File: config.mk
export PLATFORM = sky130hd
export DESIGN_NAME = id_ex_stage
export DESIGN_NICKNAME = d
export VERILOG_FILES = /design/src/rtl/id_ex_stage_pkg.sv /design/src/rtl/id_ex_stage_fwd_mux.sv /design/src/rtl/id_ex_stage.sv
export SDC_FILE = /design/constraint.sdc
export NUM_CORES = 1
export LEC_CHECK = 0
export CAP_MARGIN = 5
export CORE_UTILIZATION = 46
export CTS_CLUSTER_SIZE = 16
export DETAILED_ROUTE_END_ITERATION = 8
export PLACE_DENSITY = 0.81
export SLEW_MARGIN = 20
export SYNTH_ARGS = -nofsm -noshare
export SYNTH_HDL_FRONTEND = slang
export SYNTH_HIERARCHICAL = 1
export SYNTH_SLANG_ARGS = --single-unit
File: constraint.sdc
create_clock -name CLK -period 2.5 [get_ports CLK]
set_input_delay 0.375 -clock CLK [delete_from_list [all_inputs] [get_ports CLK]]
set_output_delay 0.375 -clock CLK [all_outputs]
set_load 0.02 [all_outputs]
File: src/rtl/id_ex_stage_pkg.sv
// Shared types and constants for the ID/EX stage.
// Holds ALU select encodings and the ID/EX register bundle.
package id_ex_stage_pkg;

    localparam int XLEN = 32;
    localparam int REGW = 5;

    localparam logic [4:0] ALU_ADD = 5'b00000;
    localparam logic [4:0] ALU_SUB = 5'b10000;
    localparam logic [4:0] ALU_FWD = 5'b11000;

    // SELECT[4:3] value marking the multi-cycle M-extension class
    localparam logic [1:0] MULDIV_CLASS = 2'b01;

    typedef struct packed {
        logic            valid;
        logic [XLEN-1:0] pc;
        logic [XLEN-1:0] rs1_data;
        logic [XLEN-1:0] rs2_data;
        logic [XLEN-1:0] imm;
        logic [REGW-1:0] rs1;
        logic [REGW-1:0] rs2;
        logic [REGW-1:0] rd;
        logic [4:0]      alu_sel;
        logic            op1_pc;
        logic            op2_imm;
        logic            reg_write;
        logic            mem_read;
        logic            mem_write;
    } id_ex_t;

    function automatic logic is_muldiv(input logic [4:0] sel);
        return sel[4:3] == MULDIV_CLASS;
    endfunction

    // Writer hits a source register; x0 never matches
    function automatic logic reg_hit(
        input logic            we,
        input logic [REGW-1:0] rd,
        input logic [REGW-1:0] rs
    );
        return we && (rd != '0) && (rd == rs);
    endfunction

endpackage

File: src/rtl/id_ex_stage_fwd_mux.sv
// One-operand forwarding select: MEM result, then WB result,
// then the value held in the ID/EX register.
module fwd_mux
    import id_ex_stage_pkg::*;
(
    input  logic [REGW-1:0] i_rs,
    input  logic [XLEN-1:0] i_stored,
    input  logic            i_mem_valid,
    input  logic            i_mem_reg_write,
    input  logic [REGW-1:0] i_mem_rd,
    input  logic [XLEN-1:0] i_mem_result,
    input  logic            i_wb_reg_write,
    input  logic [REGW-1:0] i_wb_rd,
    input  logic [XLEN-1:0] i_wb_result,
    output logic [XLEN-1:0] o_data
);

    logic w_mem_hit;
    logic w_wb_hit;

    assign w_mem_hit = reg_hit(i_mem_valid && i_mem_reg_write,
                               i_mem_rd, i_rs);
    assign w_wb_hit  = reg_hit(i_wb_reg_write, i_wb_rd, i_rs);

    // Younger producer (MEM) takes priority over WB
    always_comb begin
        o_data = i_stored;
        if (w_mem_hit) begin
            o_data = i_mem_result;
        end else if (w_wb_hit) begin
            o_data = i_wb_result;
        end
    end

endmodule

File: src/rtl/id_ex_stage.sv
// ID/EX pipeline register with operand forwarding,
// load-use bubble insertion and multi-cycle M-op occupancy.
module id_ex_stage
    import id_ex_stage_pkg::*;
#(
    parameter int MULDIV_LATENCY = 4
) (
    input  logic            CLK,
    input  logic            RESET,
    input  logic            ID_VALID,
    input  logic [XLEN-1:0] ID_PC,
    input  logic [XLEN-1:0] ID_RS1_DATA,
    input  logic [XLEN-1:0] ID_RS2_DATA,
    input  logic [XLEN-1:0] ID_IMM,
    input  logic [REGW-1:0] ID_RS1,
    input  logic [REGW-1:0] ID_RS2,
    input  logic [REGW-1:0] ID_RD,
    input  logic [4:0]      ID_ALU_SELECT,
    input  logic            ID_OP1_PC,
    input  logic            ID_OP2_IMM,
    input  logic            ID_REG_WRITE,
    input  logic            ID_MEM_READ,
    input  logic            ID_MEM_WRITE,
    input  logic            STALL,
    input  logic            FLUSH,
    input  logic            MEM_VALID,
    input  logic            MEM_REG_WRITE,
    input  logic [REGW-1:0] MEM_RD,
    input  logic [XLEN-1:0] MEM_RESULT,
    input  logic            WB_REG_WRITE,
    input  logic [REGW-1:0] WB_RD,
    input  logic [XLEN-1:0] WB_RESULT,
    output logic [XLEN-1:0] ALU_DATA1,
    output logic [XLEN-1:0] ALU_DATA2,
    output logic [4:0]      ALU_SELECT,
    output logic [XLEN-1:0] EX_STORE_DATA,
    output logic [XLEN-1:0] EX_PC,
    output logic [REGW-1:0] EX_RD,
    output logic            EX_VALID,
    output logic            EX_REG_WRITE,
    output logic            EX_MEM_READ,
    output logic            EX_MEM_WRITE,
    output logic            EX_BUSY,
    output logic            LOAD_USE_HAZARD
);

    localparam int CW = (MULDIV_LATENCY > 1) ? $clog2(MULDIV_LATENCY) : 1;
    localparam logic [CW-1:0] LAST = CW'(MULDIV_LATENCY - 1);

    id_ex_t          r_ex;
    logic [CW-1:0]   r_count;

    id_ex_t          w_id;
    logic            w_ex_busy;
    logic            w_hazard;
    logic [XLEN-1:0] w_fwd_rs1;
    logic [XLEN-1:0] w_fwd_rs2;

    assign w_ex_busy = r_ex.valid && is_muldiv(r_ex.alu_sel)
                       && (r_count < LAST);

    assign w_hazard = r_ex.valid && r_ex.mem_read && (r_ex.rd != '0)
                      && ID_VALID
                      && ((ID_RS1 == r_ex.rd) || (ID_RS2 == r_ex.rd));

    // Bundle ID fields, applying WB write-through on read-during-write
    always_comb begin
        w_id           = '0;
        w_id.valid     = ID_VALID;
        w_id.pc        = ID_PC;
        w_id.rs1_data  = ID_RS1_DATA;
        w_id.rs2_data  = ID_RS2_DATA;
        w_id.imm       = ID_IMM;
        w_id.rs1       = ID_RS1;
        w_id.rs2       = ID_RS2;
        w_id.rd        = ID_RD;
        w_id.alu_sel   = ID_ALU_SELECT;
        w_id.op1_pc    = ID_OP1_PC;
        w_id.op2_imm   = ID_OP2_IMM;
        w_id.reg_write = ID_REG_WRITE;
        w_id.mem_read  = ID_MEM_READ;
        w_id.mem_write = ID_MEM_WRITE;
        if (reg_hit(WB_REG_WRITE, WB_RD, ID_RS1)) begin
            w_id.rs1_data = WB_RESULT;
        end
        if (reg_hit(WB_REG_WRITE, WB_RD, ID_RS2)) begin
            w_id.rs2_data = WB_RESULT;
        end
    end

    // EX register: reset > flush > hold > bubble > load
    always_ff @(posedge CLK) begin
        if (RESET) begin
            r_ex    <= '0;
            r_count <= '0;
        end else if (FLUSH) begin
            r_ex.valid     <= 1'b0;
            r_ex.reg_write <= 1'b0;
            r_ex.mem_read  <= 1'b0;
            r_ex.mem_write <= 1'b0;
            r_count        <= '0;
        end else if (STALL || w_ex_busy) begin
            if (reg_hit(WB_REG_WRITE, WB_RD, r_ex.rs1)) begin
                r_ex.rs1_data <= WB_RESULT;
            end
            if (reg_hit(WB_REG_WRITE, WB_RD, r_ex.rs2)) begin
                r_ex.rs2_data <= WB_RESULT;
            end
            if (w_ex_busy && !STALL) begin
                r_count <= r_count + CW'(1);
            end
        end else if (w_hazard) begin
            r_ex.valid     <= 1'b0;
            r_ex.reg_write <= 1'b0;
            r_ex.mem_read  <= 1'b0;
            r_ex.mem_write <= 1'b0;
            r_count        <= '0;
        end else begin
            r_ex    <= w_id;
            r_count <= '0;
        end
    end

    fwd_mux u_fwd_rs1 (
        .i_rs            (r_ex.rs1),
        .i_stored        (r_ex.rs1_data),
        .i_mem_valid     (MEM_VALID),
        .i_mem_reg_write (MEM_REG_WRITE),
        .i_mem_rd        (MEM_RD),
        .i_mem_result    (MEM_RESULT),
        .i_wb_reg_write  (WB_REG_WRITE),
        .i_wb_rd         (WB_RD),
        .i_wb_result     (WB_RESULT),
        .o_data          (w_fwd_rs1)
    );

    fwd_mux u_fwd_rs2 (
        .i_rs            (r_ex.rs2),
        .i_stored        (r_ex.rs2_data),
        .i_mem_valid     (MEM_VALID),
        .i_mem_reg_write (MEM_REG_WRITE),
        .i_mem_rd        (MEM_RD),
        .i_mem_result    (MEM_RESULT),
        .i_wb_reg_write  (WB_REG_WRITE),
        .i_wb_rd         (WB_RD),
        .i_wb_result     (WB_RESULT),
        .o_data          (w_fwd_rs2)
    );

    assign ALU_DATA1       = r_ex.op1_pc  ? r_ex.pc  : w_fwd_rs1;
    assign ALU_DATA2       = r_ex.op2_imm ? r_ex.imm : w_fwd_rs2;
    assign ALU_SELECT      = r_ex.alu_sel;
    assign EX_STORE_DATA   = w_fwd_rs2;
    assign EX_PC           = r_ex.pc;
    assign EX_RD           = r_ex.rd;
    assign EX_VALID        = r_ex.valid;
    assign EX_REG_WRITE    = r_ex.reg_write;
    assign EX_MEM_READ     = r_ex.mem_read;
    assign EX_MEM_WRITE    = r_ex.mem_write;
    assign EX_BUSY         = w_ex_busy;
    assign LOAD_USE_HAZARD = w_hazard;

endmodule
==> results.yml, run 1 <==
power_and_ir_drop:
  p_clk_share_pct: 32.8
  power_frac_seq_pct: 29.1
  power_density_nw_per_um2: 502
  p_int_mw: 6.43
  vdd_ir_drop_max_uv: 448
  pwr-share-comb_pct: 38.1
  p_leak_nw: 6.75
  p_switching_mw: 3.29
  swShare_pct: 33.9
worst_setup_path:
  reg2reg_from: "r_count[0]"
  r2r_slack_ps: 40
  cp_data_arrival_time_ps: 2690
  crit_end: "ALU_DATA2[30]"
  reg2reg_to: "r_ex[108]"
  worstRegToRegCells: 8
  crit_path_end_kind: "primary output"
  crit_start: "r_ex[18]"
  cp_max_fo: 9
  path_class: "reg2out"
  critPathRequiredTime_ps: 2120
  cp-start-kind: "flop"
clock_tree:
  cts_htree_levels: 4
  cts_buffers: 17
  path_clk_slew_ps: 70
  cts_sinks: 156
  cts_max_path_buffers: 2
  clk_latency_ps: 440
  clock-root-buffer: "clkbuf_16"
  cts_tree: "built"
global_route:
  antenna_found_initial: 3
  grt_busiest_layer: "met2"
  overflow: 0
  first_global_vias: 13000
  grtUsageMet1_pct: 46.6
  grt_max_degree: 69
  grt.met3_usage_pct: 9.58
  grt_pass1_wl_mm: 74.1
  grt_usage_pct: 40.0
  met2_usage_pct: 65.6
finish:
  layout-drive-gt1-share_pct: 38.2
  fillers: 1193
  finish.net_count: 1895
  area_growth_pct: 79.1
  final_cell_mix: "268 x clkdlybuf4s50_1, 155 x nor2_1, 147 x dfxtp_1, 128 x buf_4, 93 x buf_6"
  finish.utilization_pct: 84.7
  mostFrequentLayoutCell: "clkdlybuf4s50_1"
min_path:
  holdPathStages: 2
  min_from: "RESET"
  hp-class: "in2reg"
floorplan:
  dieArea_um2: 24100
  die_h_um: 155
  core_um2: 22800
  ios: 379
  die_w_um: 155
  start_util_pct: 47.3
  rows: 55
route:
  vias: 13700
  ant_nets: 0
  route.detailed.wl_per_inst_um: 29.0
  drt_wl_total_mm: 57.7
  drt_iter0_markers: 1924
  drc: 0
  via_per_inst: 6.92
  dr.pass1.iters: 7
run:
  cap_violations: 0
yosys:
  ys_ff_latch: 156
  synth-edff-count: 0
  syn_inst: 1252
  yosys-top-cells-area: "dfxtp_1 29%, mux2i_1 8.0%, a31oi_2 6.9%"
  ys_warn_count: 6
  synth_area_leader_cell: "dfxtp_1"
  syn-num-nets: 1488
  syn_area_um2: 10800
  syn_area_per_cell_um2: 8.63
  ys_async_sr_fraction_pct: 0
  ys.flop_type: "dfxtp_1"
  synth.top_cell.area_share_pct: 28.9
  synth.distinct_cells: 43
  seq_area_frac_synth_pct: 28.9
placement:
  gp_congestion: 0.960
  hpwl_mm: 31.6
  io_buffers: 378
run_status:
  violations: "negative setup slack"
  status: "complete, but fails checks"
sta:
  worstMarginPinSlew_ps: 833
  setup_viol: 101
  slew_headroom_pct: 44.5
  tns_ps: -27650
  fin_crit_sh_pct: 123
  finClkSkew_ps: 13.7
  setup_ws_ps: -569
  fmax_mhz: 326
  period_needed_ps: 3070
  rsz0062_at_grt: "true"
  slew_viol_final: 0
  hold_violations: 0
==> cell type report <==
cell class                      instances  area [µm²]  share of cell area, %
Multi-Input combinational cell        909        8920                   46.1
Timing Repair Buffer                  572        6200                   32.0
Sequential cell                       156        3140                   16.2
Clock buffer                           18         429                   2.22
Tap cell                              313         392                   2.02
Clock inverter                         13         262                   1.35
Inverter                                3        11.3                 0.0582
Antenna cell                            2        5.00                 0.0259
==> flip-flops by register name, indices dropped and copies added, names as in the netlist <==
register and count:
EX_PC 32, ALU_SELECT 5, EX_RD 5, EX_VALID 1, EX_MEM_READ 1, EX_REG_WRITE 1
r_ex 108, r_count 2, EX_MEM_WRITE 1
==> worst min-delay path by stage <==
stage	slack (ps)	to
finish	370	r_ex[56]
global route	370	EX_RD[4]
CTS	360	EX_RD[2]
detailed placement	450	EX_MEM_WRITE
global placement	440	EX_REG_WRITE
floorplan	450	r_count[0]
==> critical path, stage by stage, from the launching register on <==
cell and delay, ps:
dfxtp_4 360, buf_12 130, xnor2_2 260, nand3_4 200
clkbuf_16 250, o31ai_4 440, a31oi_4 160, mux2_2 290
buf_2 160
==> repair_timing <==
item	4_1_cts	5_1_grt
hold buffers	0	0
buffers inserted	9	19
pin swaps	21	61
gates resized for setup	724	245
setup endpoints to repair	114	111
gates cloned	4	16
==> cells in the mapped netlist, drive strengths merged (48+ instances only) <==
cell type / number
mux2: 64
mux2i: 86
dfxtp: 156
a21boi: 64
o31ai: 64
nand2: 48
a31oi: 64
a311oi: 64
clkbuf: 92
buf: 92
nand3: 79
nor2: 155
nor4: 68
nand4: 64
==> per-layer routing <==
metal  vias to the layer above  routed length, µm
met5                         -                 11
met3                       462               7140
met4                         2               4830
met1                      6444              19900
met2                      1329              25800
li1                       5512                  -
==> kinds of logic (layout without fill, tap and decap cells) <==
| family | Yosys count | count (layout) | synth area share [%] |
|---|---|---|---|
| compound gates | 278 | 278 | 23.5 |
| xor+xnor | 46 | 46 | 3.73 |
| fa+ha+maj | 1 | 1 | 0.116 |
| buf+inv | 187 | 606 | 9.33 |
| flops | 156 | 156 | 28.9 |
| mux | 150 | 150 | 14.6 |
| other cells | 0 | 2 | 0 |
| simple gates | 434 | 434 | 19.8 |
==> stage by stage <==
step	hold WS (ps)	instances	power (mW)	cell area [µm²]	worst slack (ps)
floorplan	454	1252	4.19	10800	14.1
global placement	444	1910	5.57	15600	-1010
detailed placement	450	1910	5.62	15600	-1060
CTS	364	1954	9.00	17600	-339
global route	369	1985	9.91	19400	-529
finish	373	1986	9.72	19400	-569
==> power groups by stage <==
stage	combinational, mW	clock [mW]	sequential [mW]
after floorplan	1.41	0	2.79
after global placement	2.76	0	2.81
after detailed placement	2.81	0	2.82
after CTS	3.05	3.16	2.79
after global routing	3.78	3.29	2.84
final	3.70	3.19	2.83
Note: power is estimated with default switching activity, not from simulation.
==> run 2: changes to the inputs <==
--- a/config.mk
+++ b/config.mk
@@ -6,10 +6,13 @@
 export NUM_CORES = 1
 export LEC_CHECK = 0
 export CAP_MARGIN = 5
-export CORE_UTILIZATION = 46
+export CELL_PAD_IN_SITES_DETAIL_PLACEMENT = 1
+export CELL_PAD_IN_SITES_GLOBAL_PLACEMENT = 1
+export CORE_UTILIZATION = 47
 export CTS_CLUSTER_SIZE = 16
 export DETAILED_ROUTE_END_ITERATION = 8
-export PLACE_DENSITY = 0.81
+export DONT_BUFFER_PORTS = 1
+export PLACE_DENSITY_LB_ADDON = 0.1
 export SLEW_MARGIN = 20
 export SYNTH_ARGS = -nofsm -noshare
 export SYNTH_HDL_FRONTEND = slang
==> run 2 against run 1 <==
  * The flow still finishes with violations (negative setup slack)
  * Register-to-register slack worse by 80 ps
  * Hold slack got worse by 370 ps
  * Worst setup slack better by 310 ps
  * Count of clock-buffer cells in the layout increased by 3
  * Combinational power decreased by 34%
  * Final cell count shrank 24%
  * Wire length decreased by 13%
  * Clock power decreased by 6.6%
  * Final area shrank 26%
  * Power decreased by 15%
  * Global-route usage fell by 2.1 points
==> results.yml, run 2 (synthesized netlist as in run 1, its figures left out) <==
min_path:
  hp-class: "in2reg"
worst_setup_path:
  path_class: "reg2out"
  cp_data_arrival_time_ps: 2380
  cpPeakStageDelay_ps: 420
  cp_max_fo: 14
  worst_path_max_delay_cell: "or3_4"
  crit_path_end_kind: "primary output"
  critPathBufInv: 2
  path_cells: "inv_1, a211o_1, or3_4, buf_12, a31oi_2, mux2_4"
  critPathRequiredTime_ps: 2120
  cp-start-kind: "flop"
  crit_family: "compound AO/OA/AOI/OAI gates"
route:
  drc: 0
  drt_iter0_markers: 1119
  drt_wl_total_mm: 50.4
  route.detailed.wl_per_inst_um: 33.5
  dr.pass1.iters: 5
  via_per_inst: 7.39
  ant_nets: 0
  vias: 11100
power_and_ir_drop:
  vdd_ir_drop_max_uv: 439
  p_clk_share_pct: 36.0
  pwr-share-comb_pct: 29.4
  p_leak_nw: 4.54
  power_density_nw_per_um2: 578
  power_frac_seq_pct: 34.6
  p_int_mw: 5.43
  swShare_pct: 34.5
  p_switching_mw: 2.85
finish:
  layout-drive-gt1-share_pct: 38.2
  area_growth_pct: 32.4
  multi_input_area_um2: 8670
  final_cells: 1506
  largest_reg_flops: 108
  top_register: "r_ex"
  finish.net_count: 1443
  fillers: 2372
  mostFrequentLayoutCell: "nor2_1"
  seq_area_um2: 3150
  final_cell_mix: "155 x nor2_1, 141 x dfxtp_1, 86 x mux2i_1, 75 x nand3_1, 64 x nand4_1"
floorplan:
  start_util_pct: 47.9
  dieArea_um2: 23600
  die_h_um: 154
  rows: 55
  die_w_um: 154
  core_um2: 22600
  ios: 379
sta:
  finClkSkew_ps: 11.4
  slew_headroom_pct: 53.0
  hold_violations: 0
  rsz0062_at_grt: "true"
  fmax_mhz: 363
  fin_crit_sh_pct: 110
  setup_ws_ps: -257
  setup_viol: 97
  period_needed_ps: 2760
  worstMarginPinSlew_ps: 705
  whs_ps: 0.843
  slew_viol_final: 0
global_route:
  grt_pass1_wl_mm: 69.0
  overflow: 0
  grt_usage_pct: 37.9
  first_global_vias: 11100
  grt_max_degree: 140
  antenna_found_initial: 1
placement:
  gp_congestion: 0.854
  dp_slack_ps: -86.7
  dp_cells: 1453
  io_buffers: 0
  hpwl_mm: 28.6
clock_tree:
  clock-root-buffer: "clkbuf_16"
  cts_buffers: 17
  cts_max_path_buffers: 2
  path_clk_slew_ps: 70
  cts_sinks: 156
  clk_latency_ps: 450
  cts_htree_levels: 4
  cts_tree: "built"
run:
  cap_violations: 0
run_status:
  violations: "negative setup slack"
  status: "complete, but fails checks"
## run 2: cell types whose count changed in the layout (fill, tap and decap cells not counted), moves of 39 or more
cell,before,now
buf_6,93,20
a31oi_2,13,52
clkdlybuf4s50_1,268,0
a31oi_4,51,12
buf_4,128,57
## run 2: layout make-up
class | count | share of cell area [%]
flip-flops and latches | 156 | 22.0
clock buffers | 21 | 3.29
diodes | 1 | 0.0175
clock inverters | 11 | 1.28
multi-input cells | 910 | 60.6
repair buffers | 119 | 10.3
well taps | 285 | 2.49
inverters | 3 | 0.0787
## run 2: final timing paths
check | slack (ps) | from | depth (start not counted) | endpoint
max | -260 | r_ex[19] | 6 | ALU_DATA2[25]
min | 0.8 | RESET | 1 | ALU_SELECT[4]
max reg2reg | -40 | r_count[0] | 8 | r_ex[87]
min reg2reg | 500 | r_ex[41] | 2 | r_ex[41]
## run 2: power by group through the flow
stage	Clock (mW)	Sequential (mW)	Combinational, mW
after CTS	2.98	2.84	2.15
final	2.98	2.87	2.43
after floorplan	0	2.79	1.41
after global placement	0	2.85	1.78
after global routing	3.08	2.88	2.50
after detailed placement	0	2.86	1.81
## run 2: stage by stage
| stage | total power [mW] | cell area, µm² | TNS, ps | util [%] |
|---|---|---|---|---|
| CTS | 7.97 | 13500 | -8370 | 59.9 |
| floorplan | 4.19 | 10800 | 0 | - |
| global placement | 4.63 | 11300 | 0 | 50.1 |
| finish | 8.28 | 14300 | -15080 | 63.4 |
| detailed placement | 4.67 | 11300 | -503 | 50.1 |
| global route | 8.46 | 14300 | -18480 | 63.4 |
## run 2: routing by layer
layer  GRT usage (%)  wire (µm)  vias up
li1                -          -     4604
met1            45.1      18700     5568
met2            63.6      24300      756
met3            10.2       4830      201
met4            17.5       2620        0
met5               0          0        -
## run 2: what timing repair did
item,4_1_cts,5_1_grt
hold buffers,2,2
pin swaps,18,44
buffers inserted,9,5
endpoints found under the hold margin,13,1
resized for setup,262,100
endpoints found under the setup margin,97,98
gates cloned,2,5
